$ cat src/rtl/mips_multicycle_ctrl.sv
// Main control FSM for the multicycle MIPS datapath.
// Sequences fetch/decode/execute/memory/writeback steps and drives the datapath enables.
// Ports:
//   clk, reset (async, active high), opcode (IR[31:26]), mem_ready (memory done)
//   PCWrite, Branch, IorD, MemRead, MemWrite, IRWrite, MemtoReg, RegDst, RegWrite
//   ALUSrcA, ALUSrcB[1:0], PCSrc[1:0], ALUopcode[1:0], illegal_op, state[3:0] (debug)
module mips_multicycle_ctrl #(
  parameter bit MEM_HANDSHAKE = 1'b1,
  parameter int OP_W          = 6
) (
  input  logic            clk,
  input  logic            reset,
  input  logic [OP_W-1:0] opcode,
  input  logic            mem_ready,
  output logic            PCWrite,
  output logic            Branch,
  output logic            IorD,
  output logic            MemRead,
  output logic            MemWrite,
  output logic            IRWrite,
  output logic            MemtoReg,
  output logic            RegDst,
  output logic            RegWrite,
  output logic            ALUSrcA,
  output logic [1:0]      ALUSrcB,
  output logic [1:0]      PCSrc,
  output logic [1:0]      ALUopcode,
  output logic            illegal_op,
  output logic [3:0]      state
);

  typedef enum logic [3:0] {
    S_FETCH   = 4'd0,
    S_DECODE  = 4'd1,
    S_MEMADR  = 4'd2,
    S_MEMRD   = 4'd3,
    S_MEMWB   = 4'd4,
    S_MEMWR   = 4'd5,
    S_EXECUTE = 4'd6,
    S_ALUWB   = 4'd7,
    S_BRANCH  = 4'd8,
    S_ADDIEX  = 4'd9,
    S_ADDIWB  = 4'd10,
    S_JUMP    = 4'd11
  } state_t;

  localparam logic [OP_W-1:0] OP_RTYPE = 6'h00;
  localparam logic [OP_W-1:0] OP_J     = 6'h02;
  localparam logic [OP_W-1:0] OP_BEQ   = 6'h04;
  localparam logic [OP_W-1:0] OP_ADDI  = 6'h08;
  localparam logic [OP_W-1:0] OP_LW    = 6'h23;
  localparam logic [OP_W-1:0] OP_SW    = 6'h2B;

  state_t r_state;
  state_t w_next;
  logic   w_ready;
  logic   w_legal;

  // Without the handshake every memory access completes in one cycle.
  assign w_ready = MEM_HANDSHAKE ? mem_ready : 1'b1;
  assign state   = r_state;

  always_ff @(posedge clk or posedge reset) begin
    if (reset) r_state <= S_FETCH;
    else       r_state <= w_next;
  end

  always_comb begin
    w_legal = 1'b1;
    w_next  = S_FETCH;
    case (r_state)
      S_FETCH:   w_next = w_ready ? S_DECODE : S_FETCH;
      S_DECODE: begin
        case (opcode)
          OP_LW, OP_SW: w_next = S_MEMADR;
          OP_RTYPE:     w_next = S_EXECUTE;
          OP_BEQ:       w_next = S_BRANCH;
          OP_ADDI:      w_next = S_ADDIEX;
          OP_J:         w_next = S_JUMP;
          default: begin
            w_next  = S_FETCH;
            w_legal = 1'b0;
          end
        endcase
      end
      S_MEMADR:  w_next = (opcode == OP_LW) ? S_MEMRD : S_MEMWR;
      S_MEMRD:   w_next = w_ready ? S_MEMWB : S_MEMRD;
      S_MEMWB:   w_next = S_FETCH;
      S_MEMWR:   w_next = w_ready ? S_FETCH : S_MEMWR;
      S_EXECUTE: w_next = S_ALUWB;
      S_ALUWB:   w_next = S_FETCH;
      S_BRANCH:  w_next = S_FETCH;
      S_ADDIEX:  w_next = S_ADDIWB;
      S_ADDIWB:  w_next = S_FETCH;
      S_JUMP:    w_next = S_FETCH;
      default:   w_next = S_FETCH;
    endcase
  end

  // All outputs held low while reset is high, so an in-flight write
  // is cancelled asynchronously.
  always_comb begin
    PCWrite    = 1'b0;
    Branch     = 1'b0;
    IorD       = 1'b0;
    MemRead    = 1'b0;
    MemWrite   = 1'b0;
    IRWrite    = 1'b0;
    MemtoReg   = 1'b0;
    RegDst     = 1'b0;
    RegWrite   = 1'b0;
    ALUSrcA    = 1'b0;
    ALUSrcB    = 2'b00;
    PCSrc      = 2'b00;
    ALUopcode  = 2'b00;
    illegal_op = 1'b0;
    if (!reset) begin
      case (r_state)
        S_FETCH: begin
          MemRead = 1'b1;
          ALUSrcB = 2'b01;
          IRWrite = w_ready;
          PCWrite = w_ready;
        end
        S_DECODE: begin
          ALUSrcB    = 2'b11;
          illegal_op = ~w_legal;
        end
        S_MEMADR, S_ADDIEX: begin
          ALUSrcA = 1'b1;
          ALUSrcB = 2'b10;
        end
        S_MEMRD: begin
          MemRead = 1'b1;
          IorD    = 1'b1;
        end
        S_MEMWB: begin
          RegWrite = 1'b1;
          MemtoReg = 1'b1;
        end
        S_MEMWR: begin
          MemWrite = 1'b1;
          IorD     = 1'b1;
        end
        S_EXECUTE: begin
          ALUSrcA   = 1'b1;
          ALUopcode = 2'b10;
        end
        S_ALUWB: begin
          RegWrite = 1'b1;
          RegDst   = 1'b1;
        end
        S_BRANCH: begin
          ALUSrcA   = 1'b1;
          ALUopcode = 2'b01;
          Branch    = 1'b1;
          PCSrc     = 2'b01;
        end
        S_ADDIWB:  RegWrite = 1'b1;
        S_JUMP: begin
          PCWrite = 1'b1;
          PCSrc   = 2'b10;
        end
        default: ;
      endcase
    end
  end

endmodule

$ cat config.mk
export PLATFORM = sky130hd
export DESIGN_NAME = mips_multicycle_ctrl
export DESIGN_NICKNAME = d
export VERILOG_FILES = /design/src/rtl/mips_multicycle_ctrl.sv
export SDC_FILE = /design/constraint.sdc
export NUM_CORES = 1
export LEC_CHECK = 0
export BUFFER_PORTS_ARGS = -buffer_cell sky130_fd_sc_hd__buf_2
export CORE_AREA = 4 4 46 44
export DETAILED_ROUTE_END_ITERATION = 16
export DIE_AREA = 0 0 50 48
export GPL_TIMING_DRIVEN = 0
export PLACE_DENSITY = 0.74
export SYNTH_ARGS = -nofsm -noshare
export SYNTH_HDL_FRONTEND = slang
export SYNTH_SLANG_ARGS = --single-unit
$ cat constraint.sdc
create_clock -name clk -period 1.65 [get_ports clk]
set_clock_uncertainty 0.15 [all_clocks]
set_input_delay 0.165 -clock clk [delete_from_list [all_inputs] [get_ports clk]]
set_output_delay 0.165 -clock clk [all_outputs]
set_load 0.005 [all_outputs]
==> results of run 1 <==
-- worst max path at each step --
stage	from	to	slack (ps)	depth (start not counted)
3_3_place_gp	state[1]$_DFF_PP0_	PCSrc[0]	-60	5
5_1_grt	state[3]$_DFF_PP0_	illegal_op	-210	4
4_1_cts	state[2]$_DFF_PP0_	illegal_op	-170	5
6_report	state[3]$_DFF_PP0_	illegal_op	-140	4
2_1_floorplan	state[1]$_DFF_PP0_	PCSrc[0]	6	4
3_5_place_dp	state[1]$_DFF_PP0_	PCSrc[0]	-60	5
-- cell type report --
cell class | instances | share of cell area
Inverter | 1 | 0.00327
Clock buffer | 3 | 0.0196
Multi-Input combinational cell | 68 | 0.501
Tap cell | 24 | 0.0261
Buffer | 8 | 0.0763
Timing Repair Buffer | 48 | 0.283
Sequential cell | 4 | 0.0904
-- per-stage QoR --
stage | TNS [ps] | utilization
6_report | -990 | 0.721
5_1_grt | -2490 | 0.721
4_1_cts | -1010 | 0.630
3_5_place_dp | -63.9 | 0.530
3_3_place_gp | -55.3 | 0.530
2_1_floorplan | 0 | -
-- cells by family after synthesis --
| kind of cell | count (synthesis) | share of synthesized area |
|---|---|---|
| and+or+nand+nor | 48 | 0.507 |
| AOI/OAI and AO/OA | 16 | 0.169 |
| buffers and inverters | 10 | 0.121 |
| DFF | 4 | 0.148 |
| xor gates and xnor gates | 3 | 0.0390 |
| muxes | 1 | 0.0167 |
-- routing by layer --
metal,track usage,routed length [um],vias up
met4,0.0331,36,0
li1,-,-,413
met1,0.203,1020,396
met2,0.341,1150,21
met3,0.0218,99,4
met5,0,0,-
-- worst register-to-register path, stage by stage (launching register included) --
cell and delay, ps:
dfrtp_2 430, buf_6 140, buf_4 130, buf_6 130
nor4bb_1 390, a31oi_1 80, nand3_1 90
-- report_power, final --
group	internal [mW]	leakage, nW	switching, mW
clock	0.0812	0.0138	0.0377
sequential	0.110	0.0496	0.0152
combinational	0.241	0.481	0.195
-- cell usage in the layout, fill, tap and decap left out, drive strengths merged, types with 2 or more instances in the layout --
| cell type | synthesis | layout |
|---|---|---|
| buf | 9 | 54 |
| nor2 | 10 | 10 |
| nor3 | 6 | 6 |
| nor4b | 5 | 5 |
| clkbuf | 0 | 4 |
| dfrtp | 4 | 4 |
| o21ai | 4 | 4 |
| nand2b | 3 | 3 |
| nor4 | 3 | 3 |
| nor3b | 3 | 3 |
| nor2b | 2 | 2 |
| and4b | 2 | 2 |
| nor4bb | 2 | 2 |
| xor2 | 2 | 2 |
| a21oi | 2 | 2 |
| a31oi | 2 | 2 |
| and3 | 2 | 2 |
| nand2 | 2 | 2 |
| and3b | 2 | 2 |
| nand3 | 2 | 2 |
| o211ai | 2 | 2 |
-- timing repair --
item	in CTS	in global routing
endpoints found under the setup margin	17	21
pin swaps	5	9
setup buffers	9	8
hold endpoints to repair	4	0
resized for setup	12	16
gates cloned	1	1
hold buffers	1	0
==> results.cfg, run 1 <==
[layout]
drive_above_1_share = 0.606
final_nets = 143
multi_input_area_sq_um = 576
largest_register_ffs = 4
syn2layout_area_growth_pct = 70.3
final_area_sq_um = 1150
seq_area_sq_um = 104
instances_no_fill = 156
n_antenna_cell = 0
n_fill_cell = 115

[worst_hold_path]
min_path_type = in -> reg
hp-start = opcode[4]
hold_path_depth = 4
min_to = state[0]$_DFF_PP0_

[synth]
synthCells = 82
synth_cell_types = 40
synth_area_leader_cell = dfrtp_1
synth.top_cell.area_share = 0.148
avgSynthCellArea_sq_um = 8.22
yosysMostFrequentCell = nor2_1
syn_nets = 91
ys_warn_count = 0
synthTopCellsByCount = nor2_1 (10), nor3_1 (6), buf_6 (4), dfrtp_1 (4)
netlist_top_cells_area = dfrtp_1 (15%), buf_6 (6.7%), nor2_1 (5.6%)
ys.flop_type = dfrtp_1
netlist_area_sq_um = 674
synth_edf_count = 0
postSynth.asyncResetShare = 1.00
ys_seq_area_frac = 0.148
synth_seq_cells = 4

[floorplan]
die_h_um = 48
io_pins = 30
die-area_sq_um = 2400
start_util = 0.423
rows = 14
coreArea_sq_um = 1590
die_w_um = 50

[global_route]
grt_first_pass_wirelength_um = 3240
grt_start_max_net_pins = 11
grt_use_total = 0.172
grt_pass1_vias = 729
grt_overflow = 0
antenna_found_initial = 0

[clock_network]
h-tree-depth = 1
cts_tree = yes
cts.sinks = 4
ctsLongestPathBuffers = 2
clock_latency_ps = 230
path_clk_slew_ps = 40
cts_made_buffers = 3
root_buffer = clkbuf_4

[power]
peakVddDrop_uv = 530
finalPower_mw = 0.679
power_density_nw_per_um2 = 591
leakagePower_nw = 0.544

[sta]
worst_pin_slew_ps = 443
rsz0062_at_grt = yes
finalCritPeriodShare = 1.08
report.final.slew_viol_count = 0
final.min_clock_period_ps = 1790
maxSlewHeadroom = 0.702
hold_viol_final = 0
timing.hold.ws_ps = 134
max_freq_mhz = 559
setup_viol = 13
worst_slack_ps = -140

[setup_path]
reg2reg_to = state[1]$_DFF_PP0_
cp_top_family = simple AND/OR/NAND/NOR gates
cp_cell_sequence = or3_4, nor2_2, and3_1, buf_2
reg2reg_depth = 6
worstPathRequired_ps = 1330
cp_slowest_stage_delay_ps = 440
r2r_setup_slack_ps = 30
crit_fanout = 7
path_buf_inv = 1
regToRegStartpoint = state[1]$_DFF_PP0_
critPathSlowestCell = dfrtp_2
crit_path_end_kind = primary output
path_class = reg -> out
start_kind = flip-flop
arrival_ps = 1470

[placement]
gp_congestion = 0.817
io_buffers = 28
place_area_sq_um = 845
dpl_worst_slack_ps = -63.9
dp.cells = 134
dpl.hpwl_um = 1360

[run_status]
violations = setup timing
status = finished with violations

[run]
drv_cap = 0

[detailed_routing]
first_iter_violations = 7
drc = 0
ant_nets = 0
vias = 834
wl_per_cell_um = 14.8
vias_per_cell = 5.35
wl_um = 2310
dr.pass1.iters = 4
Power figures use the tool's default switching activity.
==> inputs of run 2 (changes only) <==
Settings changed: MAX_ROUTING_LAYER set to met4, SKIP_LAST_GASP set to 1.
==> run 2 against run 1 <==
Net effect:
- the run still ends with setup timing left
- via count is 4.8% higher
- fmax is 1.0% lower
- non-clock buffer count is 1 lower
- total power is 0.93% lower
- critical path type unchanged
- highest routed layer unchanged
==> results.cfg, run 2 (same netlist as run 1, synthesis figures left out) <==
[floorplan]
die-area_sq_um = 2400
start_util = 0.423
rows = 14
die_h_um = 48
die_w_um = 50
io_pins = 30
coreArea_sq_um = 1590

[placement]
io_buffers = 28
gp_congestion = 0.829
dp.cells = 134
dpl.hpwl_um = 1360
dpl_worst_slack_ps = -63.9
place_area_sq_um = 845

[layout]
n_fill_cell = 125
final_common_cell = buf_2
drive_above_1_share = 0.618
largest_register_ffs = 4
final_cell_mix = buf_2 (29), buf_4 (17), nor2_1 (8), buf_6 (6), nor3_1 (5)
fin_util = 0.708
syn2layout_area_growth_pct = 67.3
final_nets = 142
instances_no_fill = 155
n_antenna_cell = 0
final_area_sq_um = 1130

[detailed_routing]
wl_um = 2360
first_iter_violations = 14
wl_per_cell_um = 15.2
dr.pass1.iters = 4
drc = 0
vias = 874
vias_per_cell = 5.64
ant_nets = 0

[sta]
hold_viol_final = 0
fin_tns_setup_ps = -1180
setup_viol = 14
maxSlewHeadroom = 0.699
timing.hold.ws_ps = 120
report.final.slew_viol_count = 0
worst_pin_slew_ps = 446
worst_slack_ps = -158
final.min_clock_period_ps = 1810
finalCritPeriodShare = 1.10
rsz0062_at_grt = yes
max_freq_mhz = 553

[clock_network]
path_clk_slew_ps = 40
cts.sinks = 4
h-tree-depth = 1
cts_made_buffers = 3
root_buffer = clkbuf_4
ctsLongestPathBuffers = 2
clock_latency_ps = 240
cts_tree = yes

[global_route]
grt_busiest_layer = met2
grt_use_total = 0.176
grt_pass1_vias = 721
use_met2 = 0.336
met3_usage = 0.0218
grt_overflow = 0
grt_start_max_net_pins = 11
grt_first_pass_wirelength_um = 3220
use_met1 = 0.201
antenna_found_initial = 0

[setup_path]
worstPathRequired_ps = 1330
arrival_ps = 1490
crit_path_end_kind = primary output
start_kind = flip-flop
crit_fanout = 5
path_class = reg -> out

[power]
finalPower_mw = 0.673
power_density_nw_per_um2 = 596
peakVddDrop_uv = 521
leakagePower_nw = 0.538

[run_status]
status = finished with violations
violations = setup timing

[run]
drv_cap = 0

[worst_hold_path]
min_path_type = in -> reg
[run 2: cell types whose count changed in the layout (fill, tap and decap cells not counted), sizes merged]
cell,previous run,this run
buf,54,53
[run 2: layer usage]
layer / wire length, um / up-vias
li1: - / 407
met1: 963 / 408
met2: 1160 / 51
met3: 153 / 8
met4: 85 / 0
met5: 0 / -
[run 2: path summary, 6_finish.rpt]
kind | startpoint | to | slack [ps] | cells past startpoint
min in group asynchronous | reset | state[1]$_DFF_PP0_ | 340 | 3
hold / removal | opcode[4] | state[0]$_DFF_PP0_ | 120 | 4
max in group asynchronous | reset | state[3]$_DFF_PP0_ | 820 | 3
setup reg to reg | state[1]$_DFF_PP0_ | state[1]$_DFF_PP0_ | 0 | 6
hold reg to reg | state[3]$_DFF_PP0_ | state[2]$_DFF_PP0_ | 680 | 4
setup / recovery | state[1]$_DFF_PP0_ | ALUSrcB[1] | -160 | 6
[run 2: cell type report]
cell class | instances | area, sq um | area share
Timing Repair Buffer | 47 | 307 | 0.272
Multi-Input combinational cell | 68 | 578 | 0.512
Inverter | 1 | 3.75 | 0.00333
Tap cell | 24 | 30.0 | 0.0266
Sequential cell | 4 | 104 | 0.0920
Buffer | 8 | 83.8 | 0.0743
Clock buffer | 3 | 22.5 | 0.0200
[run 2: critical path, cell delays in order, from the launching register on]
cell and delay, ps:
dfrtp_2 430, buf_6 140, buf_4 130, nand2b_4 150, o21a_1 120, nor3_2 140
buf_2 140
[run 2: power breakdown]
group / internal [mW] / leakage (nW) / switching [mW]
clock network: 0.0816 / 0.0138 / 0.0432
registers: 0.110 / 0.0496 / 0.0176
logic: 0.232 / 0.475 / 0.189
[run 2: repair_timing]
| action | 4_1_cts | 5_1_grt |
|---|---|---|
| hold buffers | 1 | 0 |
| buffers inserted | 9 | 7 |
| setup endpoints to repair | 17 | 21 |
| gates cloned | 1 | 1 |
| endpoints found under the hold margin | 4 | 0 |
| gates resized for setup | 10 | 16 |
| pin swaps | 4 | 11 |
==> inputs of run 3 (changes only) <==
Settings changed: BUFFER_PORTS_ARGS -buffer_cell sky130_fd_sc_hd__buf_2 to unset, CORE_AREA 4 4 46 44 to 4 4 41 43, CTS_BUF_LIST set to sky130_fd_sc_hd__clkbuf_2, DIE_AREA 0 0 50 48 to 0 0 45 47, DONT_BUFFER_PORTS set to 1, PLACE_DENSITY 0.74 to 0.66.
==> run 3 against run 2 <==
Net effect:
- the run still ends with setup timing left
- critical path type unchanged
- sequential share of layout area increased by 1.5 points
- global-route usage up 3.4 points
- total power down 18%
- cell count fell by 26%
- combinational power down 20%
- fmax rose by 2.2%
- utilization grew 3.9 points
- wire length decreased by 17%
- non-clock buffer count decreased by 32
- first-iteration DRC count down 36%
==> results.cfg, run 3 (same netlist as run 1, synthesis figures left out) <==
[detailed_routing]
vias_per_cell = 6.25
wl_um = 1970
wl_per_cell_um = 17.3
dr.pass1.iters = 4
drc = 0
ant_nets = 0
vias = 713
first_iter_violations = 9

[clock_network]
cts_made_buffers = 3
ctsLongestPathBuffers = 2
cts.sinks = 4
cts_tree = yes
root_buffer = clkbuf_2
h-tree-depth = 1
clock_latency_ps = 210
path_clk_slew_ps = 40

[sta]
fin_tns_setup_ps = -510
max_freq_mhz = 565
hold_viol_final = 0
timing.hold.ws_ps = 44.3
final.min_clock_period_ps = 1770
report.final.slew_viol_count = 0
setup_viol = 9
worst_pin_slew_ps = 467
finalCritPeriodShare = 1.07
rsz0062_at_grt = yes
worst_slack_ps = -120
maxSlewHeadroom = 0.685

[setup_path]
crit_fanout = 8
arrival_ps = 1450
critPathSlowestCell = dfrtp_2
path_class = reg -> out
cp_cell_sequence = buf_6, buf_12, buf_4, nor4_1
cp_slowest_stage_delay_ps = 450
crit_path_end_kind = primary output
worstPathRequired_ps = 1330
start_kind = flip-flop

[floorplan]
coreArea_sq_um = 1300
die_w_um = 45
die-area_sq_um = 2120
rows = 13
die_h_um = 47
start_util = 0.518
io_pins = 30

[global_route]
grt_overflow = 0
grt_start_max_net_pins = 11
grt_pass1_vias = 665
grt_first_pass_wirelength_um = 3150
antenna_found_initial = 0
grt_use_total = 0.210

[power]
power_density_nw_per_um2 = 570
peakVddDrop_uv = 471
leakagePower_nw = 0.378

[placement]
dpl.hpwl_um = 1210
gp_congestion = 0.734
io_buffers = 0
dp.cells = 97
place_area_sq_um = 693

[layout]
n_fill_cell = 91
final_cell_mix = buf_4 (11), nor2_1 (6), buf_6 (4), nor2_2 (4), nor3_2 (4)
instances_no_fill = 114
final_area_sq_um = 972
seq_area_sq_um = 104
largest_register_ffs = 4
final_common_cell = buf_4
final_nets = 110
drive_above_1_share = 0.525
multi_input_area_sq_um = 609
syn2layout_area_growth_pct = 44.2
n_antenna_cell = 0

[run_status]
violations = setup timing
status = finished with violations

[run]
drv_cap = 0

[worst_hold_path]
min_path_type = in -> reg
-- run 3: what timing repair did --
item	CTS	global route
setup endpoints to repair	15	17
hold buffers	1	1
pin swaps	6	10
gates resized for setup	16	19
gates cloned	0	0
hold endpoints to repair	4	1
buffers inserted	7	5
-- run 3: final cells by class --
type                            count  share of cell area
Buffer                              9               0.115
Clock buffer                        3              0.0154
Inverter                            1             0.00386
Multi-Input combinational cell     68               0.627
Sequential cell                     4               0.107
Tap cell                           15              0.0193
Timing Repair Buffer               14               0.113
-- run 3: critical path, delay by kind of cell, from the launching register on --
family        cells  cell delay [ps]
buf+inv           3              430
simple gates      1              360
flops             1              450
-- run 3: power breakdown --
part	leakage (nW)	total [mW]	switching (mW)	internal [mW]
logic	0.316	0.338	0.159	0.179
clock network	0.0125	0.0874	0.0386	0.0488
registers	0.0496	0.129	0.0194	0.110
-- run 3: final timing paths --
kind / from / to / slack, ps / cells after the start
min: opcode[4] / state[0]$_DFF_PP0_ / 40 / 3
min reg2reg: state[3]$_DFF_PP0_ / state[0]$_DFF_PP0_ / 660 / 3
max in group asynchronous: reset / state[3]$_DFF_PP0_ / 770 / 3
max: state[1]$_DFF_PP0_ / ALUopcode[0] / -120 / 4
min in group asynchronous: reset / state[2]$_DFF_PP0_ / 370 / 3
max reg2reg: state[2]$_DFF_PP0_ / state[0]$_DFF_PP0_ / 10 / 5
-- run 3: metrics by stage --
| step | util | power [mW] | setup WS, ps |
|---|---|---|---|
| 2_1_floorplan | - | 0.313 | 5.65 |
| 3_3_place_gp | 0.533 | 0.344 | -141 |
| 3_5_place_dp | 0.533 | 0.349 | -148 |
| 4_1_cts | 0.646 | 0.512 | -68.2 |
| 5_1_grt | 0.747 | 0.600 | -179 |
| 6_report | 0.747 | 0.554 | -120 |
-- run 3: routing by layer --
layer	GRT usage	wire length, um	vias to the layer above
li1	-	-	349
met1	0.242	796	340
met2	0.364	1060	24
met3	0.0651	112	0
met4	0.0292	0	0
met5	-	0	-
